<file path="src/rtl/bullcow_pkg.sv">
// Shared types for the Bulls-and-Cows game controller.
//   state_t : game phase, exported on the phase output (3 bits)
//   WIN_*   : winner output encoding
package bullcow_pkg;

    typedef enum logic [2:0] {
        J1_SETUP = 3'd0,
        J2_SETUP = 3'd1,
        J1_GUESS = 3'd2,
        J2_GUESS = 3'd3,
        END_GAME = 3'd7
    } state_t;

    localparam logic [1:0] WIN_NONE = 2'd0;
    localparam logic [1:0] WIN_J1   = 2'd1;
    localparam logic [1:0] WIN_J2   = 2'd2;
    localparam logic [1:0] WIN_DRAW = 2'd3;

endpackage

</file>
<file path="src/rtl/bullcow_scorer.sv">
// Combinational guess scorer.
//   guess  in  : DIGITS*DIGIT_W entry, digit i at [i*DIGIT_W +: DIGIT_W]
//   secret in  : stored secret, same layout
//   valid  out : guess digits pairwise distinct and all <= DIGIT_MAX
//   bulls  out : digits matching in value and position
//   cows   out : digits present in the secret at a different position
module bullcow_scorer #(
    parameter int DIGITS    = 4,
    parameter int DIGIT_W   = 4,
    parameter int DIGIT_MAX = 9,
    localparam int CNT_W    = $clog2(DIGITS + 1)
) (
    input  logic [DIGITS*DIGIT_W-1:0] guess,
    input  logic [DIGITS*DIGIT_W-1:0] secret,
    output logic                      valid,
    output logic [CNT_W-1:0]          bulls,
    output logic [CNT_W-1:0]          cows
);

    always_comb begin
        valid = 1'b1;
        bulls = '0;
        cows  = '0;
        for (int i = 0; i < DIGITS; i++) begin
            if (guess[i*DIGIT_W +: DIGIT_W] > DIGIT_W'(DIGIT_MAX))
                valid = 1'b0;
            for (int j = i + 1; j < DIGITS; j++) begin
                if (guess[i*DIGIT_W +: DIGIT_W] == guess[j*DIGIT_W +: DIGIT_W])
                    valid = 1'b0;
            end
            // Secrets hold distinct digits, so each guess digit matches at
            // most one secret position: no double counting of cows.
            for (int j = 0; j < DIGITS; j++) begin
                if (guess[i*DIGIT_W +: DIGIT_W] == secret[j*DIGIT_W +: DIGIT_W]) begin
                    if (i == j) bulls = bulls + CNT_W'(1);
                    else        cows  = cows + CNT_W'(1);
                end
            end
        end
    end

endmodule

</file>
<file path="src/rtl/bullcow_game_param.sv">
// Two-player Bulls-and-Cows game controller.
//   clock, reset(active-low, sync)  ; enter pulse + digits_in entry
//   phase        : current state_t
//   bulls/cows   : score of last accepted guess, result_valid pulses on update
//   entry_err    : pulse when an entry was rejected as invalid
//   game_over    : high in END_GAME, winner valid then (WIN_* encoding)
//   points_j1/j2 : saturating win counters, survive across games
//   round_cnt    : completed rounds (J1 + J2 guess) in this game
module bullcow_game_param
    import bullcow_pkg::*;
#(
    parameter int DIGITS     = 4,
    parameter int DIGIT_W    = 4,
    parameter int DIGIT_MAX  = 9,
    parameter int MAX_ROUNDS = 10,
    parameter int SCORE_W    = 8,
    localparam int CNT_W     = $clog2(DIGITS + 1),
    localparam int RND_W     = (MAX_ROUNDS > 0) ? $clog2(MAX_ROUNDS + 1) : 1
) (
    input  logic                      clock,
    input  logic                      reset,
    input  logic                      enter,
    input  logic [DIGITS*DIGIT_W-1:0] digits_in,
    output logic [2:0]                phase,
    output logic [CNT_W-1:0]          bulls,
    output logic [CNT_W-1:0]          cows,
    output logic                      result_valid,
    output logic                      entry_err,
    output logic                      game_over,
    output logic [1:0]                winner,
    output logic [SCORE_W-1:0]        points_j1,
    output logic [SCORE_W-1:0]        points_j2,
    output logic [RND_W-1:0]          round_cnt
);

    localparam int DW = DIGITS * DIGIT_W;

    state_t             state_q, state_d;
    logic [DW-1:0]      sec1_q, sec1_d, sec2_q, sec2_d;
    logic [CNT_W-1:0]   bulls_q, bulls_d, cows_q, cows_d;
    logic               rv_q, rv_d, err_q, err_d;
    logic [1:0]         winner_q, winner_d;
    logic [SCORE_W-1:0] p1_q, p1_d, p2_q, p2_d;
    logic [RND_W-1:0]   rnd_q, rnd_d, rnd_inc;

    logic               sc_valid;
    logic [CNT_W-1:0]   sc_bulls, sc_cows;
    logic [DW-1:0]      sc_secret;

    // J2 guesses against J1's secret; every other phase scores against J2's.
    assign sc_secret = (state_q == J2_GUESS) ? sec1_q : sec2_q;

    bullcow_scorer #(
        .DIGITS    (DIGITS),
        .DIGIT_W   (DIGIT_W),
        .DIGIT_MAX (DIGIT_MAX)
    ) u_scorer (
        .guess  (digits_in),
        .secret (sc_secret),
        .valid  (sc_valid),
        .bulls  (sc_bulls),
        .cows   (sc_cows)
    );

    always_comb begin
        state_d  = state_q;
        sec1_d   = sec1_q;
        sec2_d   = sec2_q;
        bulls_d  = bulls_q;
        cows_d   = cows_q;
        rv_d     = 1'b0;
        err_d    = 1'b0;
        winner_d = winner_q;
        p1_d     = p1_q;
        p2_d     = p2_q;
        rnd_d    = rnd_q;
        rnd_inc  = rnd_q + RND_W'(1);

        case (state_q)
            J1_SETUP: if (enter) begin
                if (!sc_valid) err_d = 1'b1;
                else begin
                    sec1_d  = digits_in;
                    state_d = J2_SETUP;
                end
            end
            J2_SETUP: if (enter) begin
                if (!sc_valid) err_d = 1'b1;
                else begin
                    sec2_d  = digits_in;
                    rnd_d   = '0;
                    state_d = J1_GUESS;
                end
            end
            J1_GUESS: if (enter) begin
                if (!sc_valid) err_d = 1'b1;
                else begin
                    bulls_d = sc_bulls;
                    cows_d  = sc_cows;
                    rv_d    = 1'b1;
                    if (sc_bulls == CNT_W'(DIGITS)) begin
                        state_d  = END_GAME;
                        winner_d = WIN_J1;
                        if (p1_q != '1) p1_d = p1_q + SCORE_W'(1);
                    end else begin
                        state_d = J2_GUESS;
                    end
                end
            end
            J2_GUESS: if (enter) begin
                if (!sc_valid) err_d = 1'b1;
                else begin
                    bulls_d = sc_bulls;
                    cows_d  = sc_cows;
                    rv_d    = 1'b1;
                    if (sc_bulls == CNT_W'(DIGITS)) begin
                        state_d  = END_GAME;
                        winner_d = WIN_J2;
                        if (p2_q != '1) p2_d = p2_q + SCORE_W'(1);
                    end else begin
                        rnd_d = rnd_inc;
                        // MAX_ROUNDS == 0 means the game only ends on a hit.
                        if ((MAX_ROUNDS != 0) && (rnd_inc == RND_W'(MAX_ROUNDS))) begin
                            state_d  = END_GAME;
                            winner_d = WIN_DRAW;
                        end else begin
                            state_d = J1_GUESS;
                        end
                    end
                end
            end
            END_GAME: if (enter) begin
                state_d  = J1_SETUP;
                winner_d = WIN_NONE;
                bulls_d  = '0;
                cows_d   = '0;
                rnd_d    = '0;
            end
            default: state_d = J1_SETUP;
        endcase
    end

    always_ff @(posedge clock) begin
        if (!reset) begin
            state_q  <= J1_SETUP;
            sec1_q   <= '0;
            sec2_q   <= '0;
            bulls_q  <= '0;
            cows_q   <= '0;
            rv_q     <= 1'b0;
            err_q    <= 1'b0;
            winner_q <= WIN_NONE;
            p1_q     <= '0;
            p2_q     <= '0;
            rnd_q    <= '0;
        end else begin
            state_q  <= state_d;
            sec1_q   <= sec1_d;
            sec2_q   <= sec2_d;
            bulls_q  <= bulls_d;
            cows_q   <= cows_d;
            rv_q     <= rv_d;
            err_q    <= err_d;
            winner_q <= winner_d;
            p1_q     <= p1_d;
            p2_q     <= p2_d;
            rnd_q    <= rnd_d;
        end
    end

    assign phase        = state_q;
    assign bulls        = bulls_q;
    assign cows         = cows_q;
    assign result_valid = rv_q;
    assign entry_err    = err_q;
    assign game_over    = (state_q == END_GAME);
    assign winner       = winner_q;
    assign points_j1    = p1_q;
    assign points_j2    = p2_q;
    assign round_cnt    = rnd_q;

endmodule

</file>
<file path="config.mk">
export PLATFORM = sky130hd
export DESIGN_NAME = bullcow_game_param
export DESIGN_NICKNAME = d
export VERILOG_FILES = /design/src/rtl/bullcow_pkg.sv /design/src/rtl/bullcow_scorer.sv /design/src/rtl/bullcow_game_param.sv
export SDC_FILE = /design/constraint.sdc
export NUM_CORES = 1
export LEC_CHECK = 0
export CAP_MARGIN = 20
export CORE_AREA = 2 2 113 115
export DETAILED_ROUTE_END_ITERATION = 10
export DIE_AREA = 0 0 115 117
export PLACE_DENSITY_LB_ADDON = 0.25
export SYNTH_ARGS = -nofsm -noshare
export SYNTH_HDL_FRONTEND = slang
export SYNTH_SLANG_ARGS = --single-unit
</file>
<file path="constraint.sdc">
create_clock -name clock -period 9.6 [get_ports clock]
set_clock_uncertainty 0.2 [all_clocks]
set_input_delay 2.88 -clock clock [delete_from_list [all_inputs] [get_ports clock]]
set_output_delay 2.88 -clock clock [all_outputs]
set_load 0.005 [all_outputs]
</file>
======== Yosys cells after proc, flatten, opt, wreduce, memory -nomap -nowiden ========
Index checks and enable logic that the tools add are counted.
cells by class
  equality and inequality tests ........... 44
  reductions and logical operators ........ 16
  magnitude comparators ................... 4
  $add $sub $neg .......................... 17
  mux-type cells .......................... 64
operators by type and width
  operator             count
  $mux 3               30
  $eq 4x4->1           22
  $add 3x1->3 const B  12
  $mux 4               6
  $ne 2x2->1 const B   11
  $add 8x1->8 const B  2
  $gt 4x4->1 const B   4
  $mux 16              1
  $mux 2               8
  $ne 8x8->1 const B   2
  $pmux 3 s5           1
  $mux 1               14
  $pmux 3 s2           2
  $pmux 4 s3           1
  $reduce_and 3->1     4
  $reduce_and 5->1     2
  $reduce_and 9->1     1
  $reduce_and 8->1     1
  $reduce_and 7->1     1
  $eq 3x2->1 const B   2
  $eq 3x3->1 const B   2
  $pmux 2 s3           1
  $reduce_bool 3->1    2
  $add 1x1->2 const B  2
  other kinds (10)     11
storage, ports and cells
  output and inout bits ................... 34
  logic and storage cells ................. 156
  input port bits ......................... 19
  bits in registers ....................... 65

======== Longest topological paths before layout ========
  depth after elaboration ................. 29
  mapped depth ............................ 44
  depth with buffers taken out ............ 42

======== By module ========
A second synthesis with hierarchy kept.
unflattened totals
  cells, all modules ...................... 622
  area total of the unflattened synthesis .. 5,123.7 um2
modules (own cells, without submodules)
  module              instances  area each (um2)  cells an instance
  bullcow_game_param  1          2,915.3          343
  bullcow_scorer      1          2,208.4          279

======== Worst setup path before layout ========
Ideal clock, no wire load.
  kind .................................... input to register
  start ................................... in digits_in[1]
  end ..................................... reg cows_q[2], in the netlist cows[2]
  stages on the path ...................... 41
  data arrival time ....................... 9,211 ps
  path slack .............................. 37 ps
  path through ............................ buf_1 xnor2_1 or4_1 inv_1 ha_1 inv_1 a31oi_1 nor2_1 inv_1 ha_1 inv_1 nor4_1 o21bai_1 mux2i_1 xnor2_1 nand2_1 nand2_1 ha_1 (+5 left out) inv_1 xnor2_1 nor2_1 a31oi_1 xnor2_1 o22ai_1 nor2_1 ha_1 nand2_1 o31ai_1 ha_1 nand2_1 xnor2_1 xnor2_1 xnor2_1 and3_1 mux2i_1 o311ai_1
between the ends
  word-level cells in the longest chain between the ends .. 27
  elaborated cells between the ends (all ways) .. 45
  classes of those cells .................. add/sub: 11; order compare: 1; eq/ne: 7; mux: 25; reduce/logical: 1
ends and longest elaborated chain
  element               RTL line                                             source
  start, declared       bullcow_game_param.sv:23                             input logic [DIGITS*DIGIT_W-1:0] digits_in,
  $eq 4x4->1            bullcow_scorer.sv:34                                 if (guess[i*DIGIT_W +: DIGIT_W] == secret[j*DIGIT_W +: DIGIT_W]) begin
  $mux 1                bullcow_scorer.sv:34
  $add 1x1->2           bullcow_scorer.sv:36                                 else cows = cows + CNT_W'(1);
  $mux 3                bullcow_scorer.sv:34
  $add 3x1->3           bullcow_scorer.sv:36
  $mux 3                bullcow_scorer.sv:34
  $add 3x1->3           bullcow_scorer.sv:36
  $mux 3                bullcow_scorer.sv:34
  (+11 left out)        --
  $mux 3                bullcow_scorer.sv:34
  $add 3x1->3           bullcow_scorer.sv:36
  $mux 3                bullcow_scorer.sv:34
  $add 3x1->3           bullcow_scorer.sv:36
  $mux 3                bullcow_scorer.sv:34
  $mux 3                bullcow_game_param.sv:96, bullcow_game_param.sv:111
  $mux 3                bullcow_game_param.sv:110                            J2_GUESS: if (enter) begin
  $pmux 3 s2            bullcow_game_param.sv:79                             case (state_q)
  end signal, assigned  bullcow_game_param.sv:161                            cows_q <= cows_d;
  end, declared         bullcow_game_param.sv:40                             logic [CNT_W-1:0] bulls_q, bulls_d, cows_q, cows_d;
Several ways; a longest one is shown, not always the timed one. The select of a mux whose other input is x is not followed.
A chain may end at the register's enable or synchronous reset.

======== Final worst setup path ========
  start ................................... in digits_in[4]
  end ..................................... reg cows_q[2], in the netlist cows[2]
between the ends
  word-level cells in the longest chain between the ends .. 21
  elaborated cells between the ends (all ways) .. 38
  classes of those cells .................. add/sub: 8; order compare: 1; eq/ne: 7; mux: 21; reduce/logical: 1
ends and longest elaborated chain
  element        RTL line
  $eq 4x4->1     bullcow_scorer.sv:34
  $mux 3         bullcow_scorer.sv:34
  $add 3x1->3    --
  $mux 3         bullcow_scorer.sv:34
  $add 3x1->3    bullcow_scorer.sv:36
  $mux 3         bullcow_scorer.sv:34
  $add 3x1->3    bullcow_scorer.sv:36
  $mux 3         bullcow_scorer.sv:34
  (+5 left out)  --
  $mux 3         bullcow_scorer.sv:34
  $add 3x1->3    bullcow_scorer.sv:36
  $mux 3         bullcow_scorer.sv:34
  $add 3x1->3    bullcow_scorer.sv:36
  $mux 3         bullcow_scorer.sv:34
  $mux 3         bullcow_game_param.sv:96, bullcow_game_param.sv:111
  $mux 3         bullcow_game_param.sv:110
  $pmux 3 s2     bullcow_game_param.sv:79
Several ways; a longest one is shown, not always the timed one. The select of a mux whose other input is x is not followed.

==> impl_metrics.py <==
metrics = {
    "outcome": {
        "outcome": "finished clean",
    },
    "layout": {
        "drive_gt1_frac": 0.1234,
        "area_growth_syn_to_layout_pct": 22.90,
        "final_nets": 746,
        "n_antenna_cell": 0,
        "finish.utilization": 0.5477,
    },
    "synth": {
        "ys_async_sr_fraction": 0,
        "syn_nets": 680,
        "avgSynthCellArea_um2": 8.546,
        "yosysSeqAreaShare": 0.2372,
        "synthDistinctLibCells": 74,
        "yosys_most_used_dff": "dfxtp_1",
        "synthCells": 642,
        "ys_ff_latch": 65,
        "synth_warnings": 0,
        "synth-edff-count": 0,
        "synth_area_mm2": 0.005487,
    },
    "die": {
        "die_area_mm2": 0.01346,
        "die_y_um": 117,
        "start_util": 0.4456,
        "coreArea_mm2": 0.01231,
        "ios": 53,
        "rows": 41,
        "die_width_um": 115,
    },
    "drt": {
        "drtIter0Drc": 486,
        "viasPerCell": 5.654,
        "dr.pass1.iters": 5,
        "routed_wl_um": 14930,
        "vias": 4879,
        "antenna_left": 0,
        "drt-wirelength-per-cell_um": 17.30,
        "post-route-drc-count": 0,
    },
    "cts": {
        "cts-root-buf": "clkbuf_16",
        "htreeDepth": 3,
        "cts_buffers": 9,
        "clkTransAtPathRegs_ps": 60,
        "clk_latency_ps": 340,
        "tritoncts": "done",
        "cts.sinks": 65,
        "clk_path_buf_depth": 2,
    },
    "sta": {
        "slew_headroom": 0.2724,
        "max_freq_mhz": 109.5,
        "period_share": 0.9509,
        "setup_viol": 0,
        "fin_crit_ps": 9128,
        "hold_viol": 0,
        "fin_tns_setup_ps": 0,
        "drv_slew": 0,
        "worst_pin_slew_ps": 1081,
    },
    "critical_path": {
        "critPathTopFamily": "simple AND/OR/NAND/NOR gates",
        "cp_slowest_cell": "clkdlybuf4s50_1",
        "cp.arrival_ps": 9110,
        "crit_path_frequent_cell": "ha_1",
        "crit_fanout": 5,
        "crit_path_start_kind": "input port",
        "end_kind": "register",
        "required_ps": 9590,
        "critPathBufInv": 3,
        "crit_type": "input port to register",
        "cp_slowest_stage_delay_ps": 490,
    },
    "global_routing": {
        "grt_max_degree": 61,
        "antenna_found_initial": 0,
        "grt_overflow": 0,
        "grt_pass1_vias": 4647,
        "grt_pass1_wl_um": 23830,
        "grt_usage": 0.2293,
    },
    "place": {
        "hpwl_um": 11070,
        "routabilityCongestion": 0.9057,
        "io_buffers": 52,
    },
    "worst_hold_path": {
        "hp-class": "register to register",
    },
    "power": {
        "powerDensity_mw_per_mm2": 113.1,
        "ir_drop_uv": 90.61,
        "leakage_nw": 2.664,
    },
    "flow_run": {
        "maxCapViolCount": 0,
    },
}
==> cell usage in the layout (no fill, tap or decap), types with 4 or more instances in the layout <==
| cell type | instances |
|---|---|
| xnor2_1 | 88 |
| dfxtp_1 | 65 |
| mux2i_1 | 49 |
| clkdlybuf4s50_1 | 48 |
| nand2_1 | 39 |
| buf_4 | 38 |
| nor2b_1 | 36 |
| inv_1 | 30 |
| nor2_1 | 29 |
| o21ai_0 | 23 |
| xor2_1 | 21 |
| and2_1 | 20 |
| ha_1 | 19 |
| a21oi_1 | 14 |
| nand4_1 | 13 |
| nand2b_1 | 11 |
| and3_1 | 11 |
| nand3_1 | 9 |
| clkbuf_16 | 9 |
| a31oi_1 | 7 |
| nor3_1 | 7 |
| a21boi_1 | 6 |
| o221a_2 | 5 |
| nor4_1 | 5 |
| or3_1 | 4 |
| nor4_4 | 4 |
| a221o_1 | 4 |
| a21o_1 | 4 |
| nor4_2 | 4 |
| o32ai_1 | 4 |
| nor3b_1 | 4 |
| dlymetal6s2s_1 | 4 |
==> where the power goes <==
| part | switching (mW) | internal [mW] | leakage, nW |
|---|---|---|---|
| combinational | 0.0777 | 0.0687 | 1.99 |
| clock | 0.124 | 0.216 | 0.146 |
| sequential | 0.00337 | 0.273 | 0.524 |
==> synth_stat cells (3+ instances only) <==
library cell,n,area [µm²]
o32ai_1,4,35.03
clkbuf_1,19,71.32
dfxtp_1,65,1301
buf_1,9,33.78
o21ai_0,23,115.1
and3_1,11,68.82
a211oi_1,3,22.52
a21oi_1,14,70.07
a221o_1,4,40.04
a22o_1,3,26.28
o22ai_1,4,25.02
a22oi_1,3,22.52
xnor2_1,88,770.7
a21boi_1,6,45.04
nor2b_1,36,225.2
mux2i_1,49,490.5
buf_2,7,35.03
nand2b_1,11,68.82
and2_1,20,125.1
a221oi_1,3,26.28
nor3b_1,4,30.03
ha_1,19,237.7
nor2_1,29,108.9
nand3_1,9,45.04
a2111oi_0,3,26.28
or3_1,4,25.02
xor2_1,21,183.9
inv_1,30,112.6
nand4_1,13,81.33
o211a_1,3,30.03
o221a_2,5,56.30
nand2_1,39,146.4
a21o_1,4,30.03
nor3_1,8,40.04
nor4_1,9,56.30
a31oi_1,7,43.79
or4_1,4,30.03
==> registers in the layout, indices dropped and copies added, names as in the netlist, 2 cells and up <==
signal / count
points_j1: 8
round_cnt: 4
sec2_q: 16
points_j2: 8
sec1_q: 16
bulls: 3
cows: 3
phase: 3
winner: 2
==> tightest hold or removal path, delay by kind of cell (launching register included) <==
| family | cells | cell delay (ps) |
|---|---|---|
| AOI/OAI and AO/OA | 1 | 50 |
| and+or+nand+nor | 1 | 50 |
| DFF | 1 | 320 |
==> routing by layer <==
layer	vias up	share of wire	GRT usage
met5	-	0	0
met2	126	0.48	0.3765
met3	31	0.044	0.04480
met1	2327	0.45	0.2956
li1	2395	-	-
met4	0	0.028	0.09719
==> metrics by stage <==
| step | instance area [µm²] | hold slack, ps | setup slack [ps] | total power [mW] | instances |
|---|---|---|---|---|---|
| 6_report | 6743 | 256.6 | 471.7 | 0.7626 | 863 |
| 5_1_grt | 6743 | 282.3 | -42.89 | 0.7954 | 863 |
| 4_1_cts | 6626 | 263.8 | 12.33 | 0.7647 | 858 |
| 3_5_place_dp | 6301 | 251.5 | -490.1 | 0.4211 | 842 |
| 3_3_place_gp | 6301 | 241.1 | -196.1 | 0.4182 | 842 |
| 2_1_floorplan | 5487 | 241.9 | 36.75 | 0.3789 | 642 |
==> what timing repair did <==
action | 4_1_cts | 5_1_grt
setup buffers | 0 | 5
resized for setup | 3 | 15
setup endpoints to repair | 1 | 2
pin swaps | 0 | 11
hold buffers | 0 | 0
==> final timing paths <==
path	cells after the start	end	startpoint	slack [ps]
worst min register to register	2	cows[2]	cows[2]	260
worst max-delay path	31	cows[2]	digits_in[4]	470
worst max register to register	42	cows[2]	phase[1]	980
worst min-delay path	2	cows[2]	cows[2]	260
==> logic make-up after synthesis <==
| kind of cell | count (synthesis) | synth area share |
|---|---|---|
| and+or+nand+nor | 216 | 0.2292 |
| xor gates and xnor gates | 114 | 0.1913 |
| AOI/OAI and AO/OA | 111 | 0.1553 |
| buffers and inverters | 67 | 0.05017 |
| DFF | 65 | 0.2372 |
| muxes | 50 | 0.09350 |
| adders and majority gates | 19 | 0.04333 |
==> layout make-up <==
class | instances | area, µm²
Tap cell | 150 | 187.7
Clock inverter | 3 | 46.29
Fill cell | 1116 | 5569
Clock buffer | 13 | 260.3
Inverter | 30 | 112.6
Multi-Input combinational cell | 510 | 3996
Timing Repair Buffer | 92 | 838.3
Sequential cell | 65 | 1301
No activity file was read; power rests on OpenSTA's default activity.
